**src/rtl/mux_rr_arbiter.sv**
```systemverilog
// Round-robin arbiter for the shared 2:1 data mux with bounded bursts.
// Drives the registered grants and sel, and registers the selected data together with a valid flag.
module mux_rr_arbiter #(
  parameter int HOLD_CYCLES = 4,
  parameter int CNT_W       = 3
) (
  input  logic clk,
  input  logic rst,
  input  logic req_0,
  input  logic req_1,
  input  logic din_0,
  input  logic din_1,
  output logic gnt_0,
  output logic gnt_1,
  output logic sel,
  output logic mux_out,
  output logic valid_out
);

  // state | meaning
  // IDLE  | no grant; sel holds the last granted source
  // GNT0  | requester 0 owns the mux path
  // GNT1  | requester 1 owns the mux path
  typedef enum logic [1:0] {
    IDLE = 2'd0,
    GNT0 = 2'd1,
    GNT1 = 2'd2
  } state_t;

  localparam logic [CNT_W-1:0] CNT_LAST = CNT_W'(HOLD_CYCLES - 1);

  state_t           state_q, state_d;
  logic [CNT_W-1:0] cnt_q, cnt_d;
  logic             last_winner_q, last_winner_d;
  logic             sel_d;

  always_ff @(posedge clk) begin
    if (rst) begin
      state_q       <= IDLE;
      cnt_q         <= '0;
      last_winner_q <= 1'b1;
      gnt_0         <= 1'b0;
      gnt_1         <= 1'b0;
      sel           <= 1'b0;
      mux_out       <= 1'b0;
      valid_out     <= 1'b0;
    end else begin
      state_q       <= state_d;
      cnt_q         <= cnt_d;
      last_winner_q <= last_winner_d;
      gnt_0         <= (state_d == GNT0);
      gnt_1         <= (state_d == GNT1);
      sel           <= sel_d;
      mux_out       <= sel ? din_1 : din_0;
      valid_out     <= gnt_0 | gnt_1;
    end
  end

  always_comb begin
    state_d       = state_q;
    cnt_d         = cnt_q;
    last_winner_d = last_winner_q;
    sel_d         = sel;

    case (state_q)
      IDLE: begin
        if (req_0 && req_1)
          state_d = last_winner_q ? GNT0 : GNT1;
        else if (req_0)
          state_d = GNT0;
        else if (req_1)
          state_d = GNT1;
      end
      GNT0: begin
        if (!req_0)
          state_d = req_1 ? GNT1 : IDLE;
        else if (req_1 && (cnt_q == CNT_LAST))
          state_d = GNT1;
        else if (cnt_q != CNT_LAST)
          cnt_d = cnt_q + 1'b1;
      end
      GNT1: begin
        if (!req_1)
          state_d = req_0 ? GNT0 : IDLE;
        else if (req_0 && (cnt_q == CNT_LAST))
          state_d = GNT0;
        else if (cnt_q != CNT_LAST)
          cnt_d = cnt_q + 1'b1;
      end
      default: state_d = IDLE;
    endcase

    // A fresh grant restarts the burst and moves sel; IDLE leaves sel alone.
    if (state_d == GNT0 && state_q != GNT0) begin
      cnt_d         = '0;
      sel_d         = 1'b0;
      last_winner_d = 1'b0;
    end else if (state_d == GNT1 && state_q != GNT1) begin
      cnt_d         = '0;
      sel_d         = 1'b1;
      last_winner_d = 1'b1;
    end
  end

endmodule

```
**config.mk**
```make
export PLATFORM = sky130hd
export DESIGN_NAME = mux_rr_arbiter
export DESIGN_NICKNAME = d
export VERILOG_FILES = /design/src/rtl/mux_rr_arbiter.sv
export SDC_FILE = /design/constraint.sdc
export NUM_CORES = 1
export LEC_CHECK = 0
export BUFFER_PORTS_ARGS = -buffer_cell sky130_fd_sc_hd__buf_2
export CAP_MARGIN = 20
export CORE_AREA = 5 5 44 46
export CTS_CLUSTER_DIAMETER = 150
export DETAILED_ROUTE_END_ITERATION = 6
export DIE_AREA = 0 0 49 51
export GPL_TIMING_DRIVEN = 0
export PLACE_DENSITY = 0.6
export SYNTH_ARGS = -nofsm -noshare
export SYNTH_HDL_FRONTEND = slang
export SYNTH_SLANG_ARGS = --single-unit
```
**constraint.sdc**
```tcl
create_clock -name clk -period 1.5 [get_ports clk]
set_input_delay 0.225 -clock clk [delete_from_list [all_inputs] [get_ports clk]]
set_output_delay 0.225 -clock clk [all_outputs]
set_load 0.01 [all_outputs]
```
Word level (Yosys, flattened, before mapping):

Index checks and enable logic that the tools add are counted.

* $add $sub $neg: 1
* eq/ne operators: 12
* multiplexer cells: 20
* bitwise operators: 1
* reductions and logical operators: 11

Operators by type and width (count)
* 2-to-1 mux 2 bit: 9
* 2-to-1 mux 3 bit: 5
* inequality test 2 bit, second input constant: 5
* case mux 2 bit (3 select lines): 1
* case mux 3 bit (2 select lines): 1
* logical AND 1 bit: 5
* AND reduction 5 bit: 1
* == test 2 x 1 -> 1 bit, second input constant: 2
* == test 2 bit, second input constant: 2
* 2-to-1 mux 1 bit: 4
* nonzero test 2 bit: 2
* adder 3 x 1 -> 3 bit, second input constant: 1
* == test 3 x 2 -> 1 bit, second input constant: 1
* inequality test 3 x 2 -> 1 bit, second input constant: 1
* OR reduction 3 bit: 1
* zero test 2 bit: 1
* inequality test 2 x 1 -> 1 bit, second input constant: 1
* OR reduction 2 bit: 1
* bitwise OR 1 bit: 1

* register bits after elaboration: 11
* input port bits: 6

Longest topological paths before layout:

Gate-level depths: netlist (run 1).

* word-level depth: 9
* gate-level depth with buffers: 5
* depth with buffers taken out: 5

Worst setup path after synthesis (run 1):

OpenSTA, ideal clock, no wires.

* path type: register -> register
* start: reg cnt_q[0]
* end: reg cnt_q[2]
* library setup time: 0.103 ns
* arrival time: 1.474 ns
* required time: 1.397 ns
* setup slack: -0.078 ns
* stages on the path, launching flop included: 6
* cell sequence: dfxtp_1 -> ha_1 -> ha_1 -> and2_4 -> o32a_4 -> a2111oi_2

* longest elaborated chain between the ends: 8
* elaborated cells on any way between the ends: 24
* those cells by class: 1 x add/sub; 6 x eq/ne; 11 x mux; 6 x reduce/logical

RTL lines
* start: declaration: RTL line 33 `logic [CNT_W-1:0] cnt_q, cnt_d;`
* start signal: assignment: RTL line 49 `cnt_q <= cnt_d;`
* == test 3 x 2 -> 1 bit: RTL line 77, 85
* logical AND 1 bit (on tied branches): RTL line 85, 77
* 2-to-1 mux 2 bit (on tied branches): RTL line 85, 77
* 2-to-1 mux 2 bit (on tied branches): RTL line 83, 75
* case mux 2 bit (3 select lines): RTL line 65 `case (state_q)`
* == test 2 x 1 -> 1 bit / == test 2 bit (equally long branches): RTL line 94, 98
* logical AND 1 bit (on tied branches): RTL line 94, 98
* OR reduction 3 bit (no line)

Several ways; a longest one is shown, not always the timed one. The select of a mux whose other input is x is not followed.
A chain may end at the register's enable or synchronous reset.

Final worst setup path (run 1):

Ends and elaborated chain as after synthesis.

==> flow_summary.toml, run 1 <==
[setup_path]
crit_arrival_ns = 1.64
cp-start-kind = "register"
path_cells = "ha_4 -> ha_4 -> and2_4 -> o32a_4 -> a2111oi_4"
critPathMostFrequentCell = "ha_4"
crit_fanout = 6
critPathRequiredTime_ns = 1.67
crit_type = "reg2reg"
critPathMaxStageDelay_ns = 0.35
cp-end-kind = "register"
slowest_stage = "o32a_4"

[cells_and_area]
antenna_cells = 0
final_nets = 85
regArea_um2 = 223
drive_gt1_share_pct = 46.1
multi_input_area_um2 = 405
syn_to_final_growth_pct = 38.4
instances_no_fill = 92
num-fill-cells = 148

[synth]
synth.ff_latch_count = 11
ys.flop_type = "dfxtp_1"
yosys_warnings = 0
synth_cell_types = 26
synth.avg_cell_area_um2 = 9.84
synth_edf_count = 0
async_flop_share_pct = 0
synth.net_count = 66
syn_inst = 58
seq_area_frac_synth_pct = 38.6
synthesis.area_um2 = 571

[timing]
fin_crit_sh_pct = 97.8
drv_slew = 0
clock_skew_ns = 0.00373
worst_pin_slew_ns = 0.319
rsz0062_at_grt = "yes"
fin_crit_ns = 1.47
slew-limit-headroom_pct = 78.6
fmax_mhz = 682
finalWorstSetupSlack_ns = 0.0328
hold_viol = 0
finalSetupViolCount = 0
timing.hold.ws_ns = 0.195

[global_routing]
antenna_found_initial = 0
grt_overflow = 0
track_usage_pct = 11.8
grt_pass1_wl_mm = 2.19
grt_max_degree = 11
grt_pass1_vias = 494

[detailed_routing]
via_count = 478
wirelength_mm = 1.37
drc = 0
vias_per_cell = 5.20
drt-initial-drc-count = 3
wire_per_inst_um = 14.9
drt-pass1-iter-count = 2
antenna_left = 0

[clock_tree]
worstSkewPairLatency_ns = 0.27
cts_tree = "built"
cts_num_sinks = 11
cts-root-buf = "clkbuf_4"
htree_levels = 1
numCtsBuffers = 3
cts_buffer_depth = 2
postCtsHoldBufs = 0
cts.clk_slew.worst_paths_ns = 0.07

[placement]
io_buffers = 10
pre_cts_ws_ns = -0.0736
place.gp.congestion = 0.676
placed_cells = 84
dpl.hpwl_um = 894

[floorplan]
io-pin-count = 11
start_util_pct = 38.8
die-area_um2 = 2500
chipWidth_um = 49
die_h_um = 51
row_count = 14
core-area_um2 = 1470

[run_status]
status = "completed"

[power]
powerDensity_nw_per_um2 = 851
vdd_drop_max_uv = 419
design_power_total_uw = 672
leakage_uw = 0.000313

[hold_path]
hp-class = "in2reg"

[flow_run]
maxCapViolCount = 0
critical path, delay by kind of cell (launching register included):
| family | cells | cell delay, ns |
|---|---|---|
| AO/OA/AOI/OAI | 2 | 0.54 |
| flip-flops | 1 | 0.34 |
| AND/OR/NAND/NOR | 1 | 0.16 |
| adder cells (fa/ha/maj) | 2 | 0.33 |
final cells by class:
| type | count | share of cell area [%] |
|---|---|---|
| multi-input cells | 41 | 51.3 |
| flip-flops and latches | 11 | 28.2 |
| repair buffers | 14 | 10.6 |
| clock buffers | 4 | 3.33 |
| well taps | 16 | 2.54 |
| plain buffers | 2 | 2.06 |
| inverters | 4 | 1.90 |
worst paths after layout:
kind / endpoint / start / slack (ns) / depth (start not counted)
hold / removal: mux_out$_SDFF_PP0_ / din_0 / 0.19 / 3
setup / recovery: cnt_q[2]$_SDFFE_PP0P_ / cnt_q[0]$_SDFFE_PP0P_ / 0.03 / 5
hold reg to reg: valid_out$_SDFF_PP0_ / gnt_0$_SDFF_PP0_ / 0.46 / 2
setup reg to reg: cnt_q[2]$_SDFFE_PP0P_ / cnt_q[0]$_SDFFE_PP0P_ / 0.03 / 5
repair_timing:
action	4_1_cts	5_1_grt
pin swaps	1	7
resized for setup	4	9
setup buffers	2	2
setup endpoints to repair	5	6
cells in the final DEF, fill, tap and decap left out, types with 3 or more instances in the layout:
cell,count
buf_2,10
dfxtp_1,9
inv_1,4
nor2_1,4
a21oi_1,4
mux2i_1,3
clkbuf_4,3
buf_4,3
kinds of logic (layout without fill, tap and decap cells):
logic type               Yosys count  after routing  share of synthesized area [%]
buffers and inverters              6             24                           5.48
multiplexers                       3              3                           5.26
adder cells (fa/ha/maj)            2              2                           4.39
AND/OR/NAND/NOR                   19             19                           21.5
AO/OA/AOI/OAI                     17             17                           24.8
flip-flops                        11             11                           38.6
report_power, final:
group,internal (µW),switching (µW)
registers,311,12.0
clock network,103,97.6
logic,70.7,77.6
total,485,187
Yosys cell counts, types with 2 or more instances:
cell,number,area (µm²)
inv_1,4,15.0
ha_1,2,25.0
a21oi_1,5,25.0
nor2b_1,2,12.5
and4bb_2,2,25.0
mux2i_1,3,30.0
nor2_1,4,15.0
nand3_1,2,10.0
dfxtp_1,11,220
nand2_1,3,11.3
nand4bb_1,2,22.5
a211oi_1,3,22.5
o31ai_1,2,15.0
layer usage:
layer	global-route usage (%)	part of all wire, %	up-vias
li1	-	-	247
met1	12.2	44	220
met2	19.6	49	9
met3	5.52	5.6	2
met4	6.73	1.5	0
met5	0	0	-
through the flow:
stage | area [µm²] | TNS, ns | utilization (%)
floorplan | 586 | 0 | -
global placement | 656 | -0.171 | 44.6
detailed placement | 656 | -0.225 | 44.6
CTS | 743 | 0 | 50.5
global route | 790 | -0.0586 | 53.7
finish | 790 | 0 | 53.7
registers in the layout (all words and copies together) (netlist names):
| signal | flops |
|---|---|
| sel | 1 |
| valid_out | 1 |
| cnt_q | 3 |
| gnt_0 | 1 |
| gnt_1 | 1 |
| mux_out | 1 |
| last_winner_q | 1 |
| state_q | 2 |
(Power assumes the default switching activity.)
==> run 2: changes to the inputs <==
--- a/config.mk
+++ b/config.mk
@@ -12,7 +12,7 @@
 export DETAILED_ROUTE_END_ITERATION = 6
 export DIE_AREA = 0 0 49 51
 export GPL_TIMING_DRIVEN = 0
-export PLACE_DENSITY = 0.6
+export PLACE_DENSITY = 0.58
 export SYNTH_ARGS = -nofsm -noshare
 export SYNTH_HDL_FRONTEND = slang
 export SYNTH_SLANG_ARGS = --single-unit
==> constraint.sdc (replaced) <==
create_clock -name clk -period 1.7 [get_ports clk]
set_input_delay 0.255 -clock clk [delete_from_list [all_inputs] [get_ports clk]]
set_output_delay 0.255 -clock clk [all_outputs]
set_load 0.01 [all_outputs]
==> flow_summary.toml, run 2 (same netlist as run 1, synthesis figures left out) <==
[cells_and_area]
drive_gt1_share_pct = 30.6
top_register = "cnt_q"
final_nets = 81
mostFrequentLayoutCells = "dfxtp_1, buf_2, a21oi_1, inv_1, nor2_1"
largest_reg_flops = 3
fin_area_um2 = 679
final_common_cell = "dfxtp_1"
largestRegisters = "cnt_q x3, state_q x2"
syn_to_final_growth_pct = 19.1
instances_no_fill = 88
antenna_cells = 0
final_util_pct = 46.2

[power]
powerDensity_nw_per_um2 = 835
design_power_total_uw = 568
vdd_drop_max_uv = 410
leakage_uw = 0.000292

[setup_path]
critPathMaxStageDelay_ns = 0.40
cp-end-kind = "register"
reg2reg_depth = 5
critPathRequiredTime_ns = 1.87
path_cells = "ha_1 -> ha_4 -> and2_4 -> o32a_4 -> a2111oi_2"
crit_arrival_ns = 1.78
crit_fanout = 9
slowest_stage = "o32a_4"
crit_type = "reg2reg"
cp-start-kind = "register"

[detailed_routing]
vias_per_cell = 5.44
antenna_left = 0
drt-pass1-iter-count = 2
wirelength_mm = 1.12
drt-initial-drc-count = 7
drc = 0
wire_per_inst_um = 12.8
via_count = 479

[clock_tree]
cts_tree = "built"
cts_buffer_depth = 2
cts_setup_buffers = 0
cts.clk_slew.worst_paths_ns = 0.07
postCtsHoldBufs = 0
cts-root-buf = "clkbuf_4"
htree_levels = 1
worstSkewPairLatency_ns = 0.27
cts_num_sinks = 11
numCtsBuffers = 3

[floorplan]
die-area_um2 = 2500
die_h_um = 51
io-pin-count = 11
core-area_um2 = 1470
start_util_pct = 38.8
chipWidth_um = 49
row_count = 14

[timing]
clock_skew_ns = 0.00468
finalSetupViolCount = 0
fin_crit_sh_pct = 94.9
fin_crit_ns = 1.61
hold_viol = 0
drv_slew = 0
slew-limit-headroom_pct = 69.4
fmax_mhz = 620
final.setup.tns_ns = 0
rsz0062_at_grt = "no"
worst_pin_slew_ns = 0.458

[hold_path]
hp-class = "in2reg"
holdPathStages = 2

[global_routing]
antenna_found_initial = 0
grt_max_degree = 11
grt_pass1_vias = 436
grt.busiest_layer = "met2"
grt_pass1_wl_mm = 1.99
met2_usage_pct = 15.0
grt_overflow = 0
met3_usage_pct = 3.20
track_usage_pct = 10.4
use_met1_pct = 12.8

[placement]
placed_cells = 84
dpl.hpwl_um = 812
io_buffers = 10
place.gp.congestion = 0.707
place_area_um2 = 641

[flow_run]
maxCapViolCount = 0

[run_status]
status = "completed"
[run 2: cell types whose count changed in the layout (fill, tap and decap cells not counted), moves of 2 or more]
cell       before  now
buf_4           3    0
dfxtp_1         9   11
dfxtp_2         2    0
nand4bb_1       0    2
nand4bb_4       2    0
[run 2: worst max-delay path: cells and delay by family (launching register included)]
family | cells | cell delay, ns
AOI/OAI and AO/OA | 2 | 0.59
and+or+nand+nor | 1 | 0.16
DFF | 1 | 0.33
adders and majority gates | 2 | 0.42
[run 2: cell type report]
| class | count | area, µm² |
|---|---|---|
| Fill cell | 160 | 792 |
| Sequential cell | 11 | 220 |
| Multi-Input combinational cell | 41 | 332 |
| Clock buffer | 4 | 26.3 |
| Buffer | 2 | 16.3 |
| Inverter | 4 | 15.0 |
| Timing Repair Buffer | 10 | 50.0 |
| Tap cell | 16 | 20.0 |
[run 2: per-stage QoR]
step           hold WS (ns)  setup WS, ns
3_3_place_gp          0.442        0.0228
5_1_grt               0.214       0.00887
4_1_cts               0.222        0.0747
2_1_floorplan         0.327         0.122
6_report              0.223        0.0875
3_5_place_dp          0.463        0.0175
[run 2: report_power, final]
part	switching (µW)	total [µW]	leakage (µW)	internal [µW]
registers	9.69	284	0.0000905	274
clock network	90.6	181	0.0000150	90.9
logic	54.9	102	0.000186	47.2
total	155	568	0.000292	412
[run 2: what timing repair did]
item | in CTS | in global routing
gates resized for setup | 1 | 1
endpoints found under the hold margin | 0 | 0
endpoints found under the setup margin | 1 | 2
[run 2: final timing paths]
| check | start | endpoint | slack (ns) |
|---|---|---|---|
| max | cnt_q[0]$_SDFFE_PP0P_ | cnt_q[2]$_SDFFE_PP0P_ | 0.09 |
| min | rst | valid_out$_SDFF_PP0_ | 0.22 |
| max reg2reg | cnt_q[0]$_SDFFE_PP0P_ | cnt_q[2]$_SDFFE_PP0P_ | 0.09 |
| min reg2reg | gnt_0$_SDFF_PP0_ | valid_out$_SDFF_PP0_ | 0.47 |
[run 2: layer usage]
| metal | part of all wire, % | vias up |
|---|---|---|
| li1 | - | 245 |
| met1 | 48 | 219 |
| met2 | 44 | 11 |
| met3 | 6.3 | 4 |
| met4 | 2.1 | 0 |
| met5 | 0 | - |
==> run 3: changes to the inputs <==
--- a/config.mk
+++ b/config.mk
@@ -7,12 +7,12 @@
 export LEC_CHECK = 0
 export BUFFER_PORTS_ARGS = -buffer_cell sky130_fd_sc_hd__buf_2
 export CAP_MARGIN = 20
-export CORE_AREA = 5 5 44 46
+export CORE_AREA = 5 5 42 44
 export CTS_CLUSTER_DIAMETER = 150
 export DETAILED_ROUTE_END_ITERATION = 6
-export DIE_AREA = 0 0 49 51
+export DIE_AREA = 0 0 47 49
 export GPL_TIMING_DRIVEN = 0
-export PLACE_DENSITY = 0.58
+export PLACE_DENSITY = 0.63
 export SYNTH_ARGS = -nofsm -noshare
 export SYNTH_HDL_FRONTEND = slang
 export SYNTH_SLANG_ARGS = --single-unit
==> constraint.sdc (replaced) <==
create_clock -name clk -period 1.7 [get_ports clk]
set_input_delay 0.255 -clock clk [delete_from_list [all_inputs] [get_ports clk]]
set_output_delay 0.255 -clock clk [all_outputs]
set_load 0.005 [all_outputs]
==> flow_summary.toml, run 3 (same netlist as run 1, synthesis figures left out) <==
[global_routing]
grt_pass1_vias = 415
grt_pass1_wl_mm = 1.69
antenna_found_initial = 0
grt_max_degree = 11
track_usage_pct = 10.0
grt_overflow = 0

[setup_path]
cp-end-kind = "register"
startpoint = "cnt_q[0]$_SDFFE_PP0P_"
crit_arrival_ns = 1.79
timing.rr.end = "cnt_q[2]$_SDFFE_PP0P_"
crit_type = "reg2reg"
critPathRequiredTime_ns = 1.87
reg2reg_depth = 5
cp-start-kind = "register"
crit_path_end = "cnt_q[2]$_SDFFE_PP0P_"
r2r_slack_ns = 0.08
crit_fanout = 9
r2r-start = "cnt_q[0]$_SDFFE_PP0P_"

[clock_tree]
worstSkewPairLatency_ns = 0.26
cts_setup_buffers = 0
cts.clk_slew.worst_paths_ns = 0.07
htree_levels = 1
cts_num_sinks = 11
cts-root-buf = "clkbuf_4"
cts_buffer_depth = 2
numCtsBuffers = 3
cts_tree = "built"

[timing]
clock_skew_ns = 0.000492
final.setup.tns_ns = 0
finalSetupViolCount = 0
fin_crit_ns = 1.62
worst_pin_slew_ns = 0.426
drv_slew = 0
rsz0062_at_grt = "no"
fin_crit_sh_pct = 95.1
hold_viol = 0
fmax_mhz = 619
finalWorstSetupSlack_ns = 0.0832
slew-limit-headroom_pct = 71.5

[cells_and_area]
largest_reg_flops = 3
top_register = "cnt_q"
largestRegisters = "cnt_q x3, state_q x2"
num-fill-cells = 144
drive_gt1_share_pct = 30.6
syn_to_final_growth_pct = 17.3
mostFrequentLayoutCells = "dfxtp_1, buf_2, a21oi_1, inv_1, nor2_1"
antenna_cells = 0
final_nets = 81
fin_area_um2 = 669
final_common_cell = "dfxtp_1"

[power]
design_power_total_uw = 558
leakage_uw = 0.000290
vdd_drop_max_uv = 597
powerDensity_nw_per_um2 = 833

[detailed_routing]
via_count = 469
vias_per_cell = 5.33
antenna_left = 0
wire_per_inst_um = 12.1
drc = 0
wirelength_mm = 1.07
drt-pass1-iter-count = 4
drt-initial-drc-count = 6

[floorplan]
io-pin-count = 11
die_h_um = 49
chipWidth_um = 47
start_util_pct = 40.7
row_count = 14
die-area_um2 = 2300
core-area_um2 = 1400

[run_status]
status = "completed"

[hold_path]
hp-class = "in2reg"

[placement]
io_buffers = 10
place.gp.congestion = 0.671
dpl.hpwl_um = 794
place_area_um2 = 641
pre_cts_ws_ns = 0.0218

[flow_run]
maxCapViolCount = 0
run 3: what timing repair did:
item | CTS | global route
setup endpoints to repair | 1 | 0
hold buffers | 0 | 0
gates resized for setup | 1 | 0
run 3: report_power, final:
part	leakage (µW)	switching, µW	internal (µW)
clock network	0.0000150	85.9	90.7
logic	0.000184	50.3	46.6
registers	0.0000905	9.58	274
run 3: worst max-delay path, cell delays in order, from the launching register on:
cell	delay, ns
dfxtp_1	0.33
ha_1	0.20
ha_2	0.22
and2_4	0.18
o32a_4	0.40
a2111oi_2	0.19
run 3: layout make-up:
class | count | area (µm²) | share of cell area [%]
inverters | 4 | 15.0 | 2.24
repair buffers | 10 | 50.0 | 7.48
flip-flops and latches | 11 | 220 | 32.9
multi-input cells | 41 | 322 | 48.0
clock buffers | 4 | 26.3 | 3.93
plain buffers | 2 | 16.3 | 2.43
well taps | 16 | 20.0 | 2.99
run 3: layer usage:
metal / part of all wire (%) / track usage [%] / vias to the layer above
met3: 7.2 / 5.54 / 2
met1: 45 / 11.9 / 214
met2: 46 / 15.2 / 12
li1: - / - / 241
met5: 0 / 0 / -
met4: 1.3 / 2.76 / 0
run 3: through the flow:
| stage | utilization [%] | std cells | hold slack (ns) |
|---|---|---|---|
| 2_1_floorplan | - | 58 | 0.327 |
| 3_3_place_gp | 45.7 | 84 | 0.439 |
| 3_5_place_dp | 45.7 | 84 | 0.455 |
| 4_1_cts | 47.8 | 88 | 0.226 |
| 5_1_grt | 47.8 | 88 | 0.236 |
| 6_report | 47.8 | 88 | 0.223 |
run 3: how the worst min path moves through the flow:
stage	startpoint	depth (start not counted)	to	slack, ns
floorplan	rst	1	mux_out$_SDFF_PP0_	0.33
global placement	gnt_0$_SDFF_PP0_	2	valid_out$_SDFF_PP0_	0.44
detailed placement	gnt_1$_SDFF_PP0_	2	valid_out$_SDFF_PP0_	0.45
CTS	din_0	3	mux_out$_SDFF_PP0_	0.23
global route	rst	2	mux_out$_SDFF_PP0_	0.24
finish	din_0	3	mux_out$_SDFF_PP0_	0.22
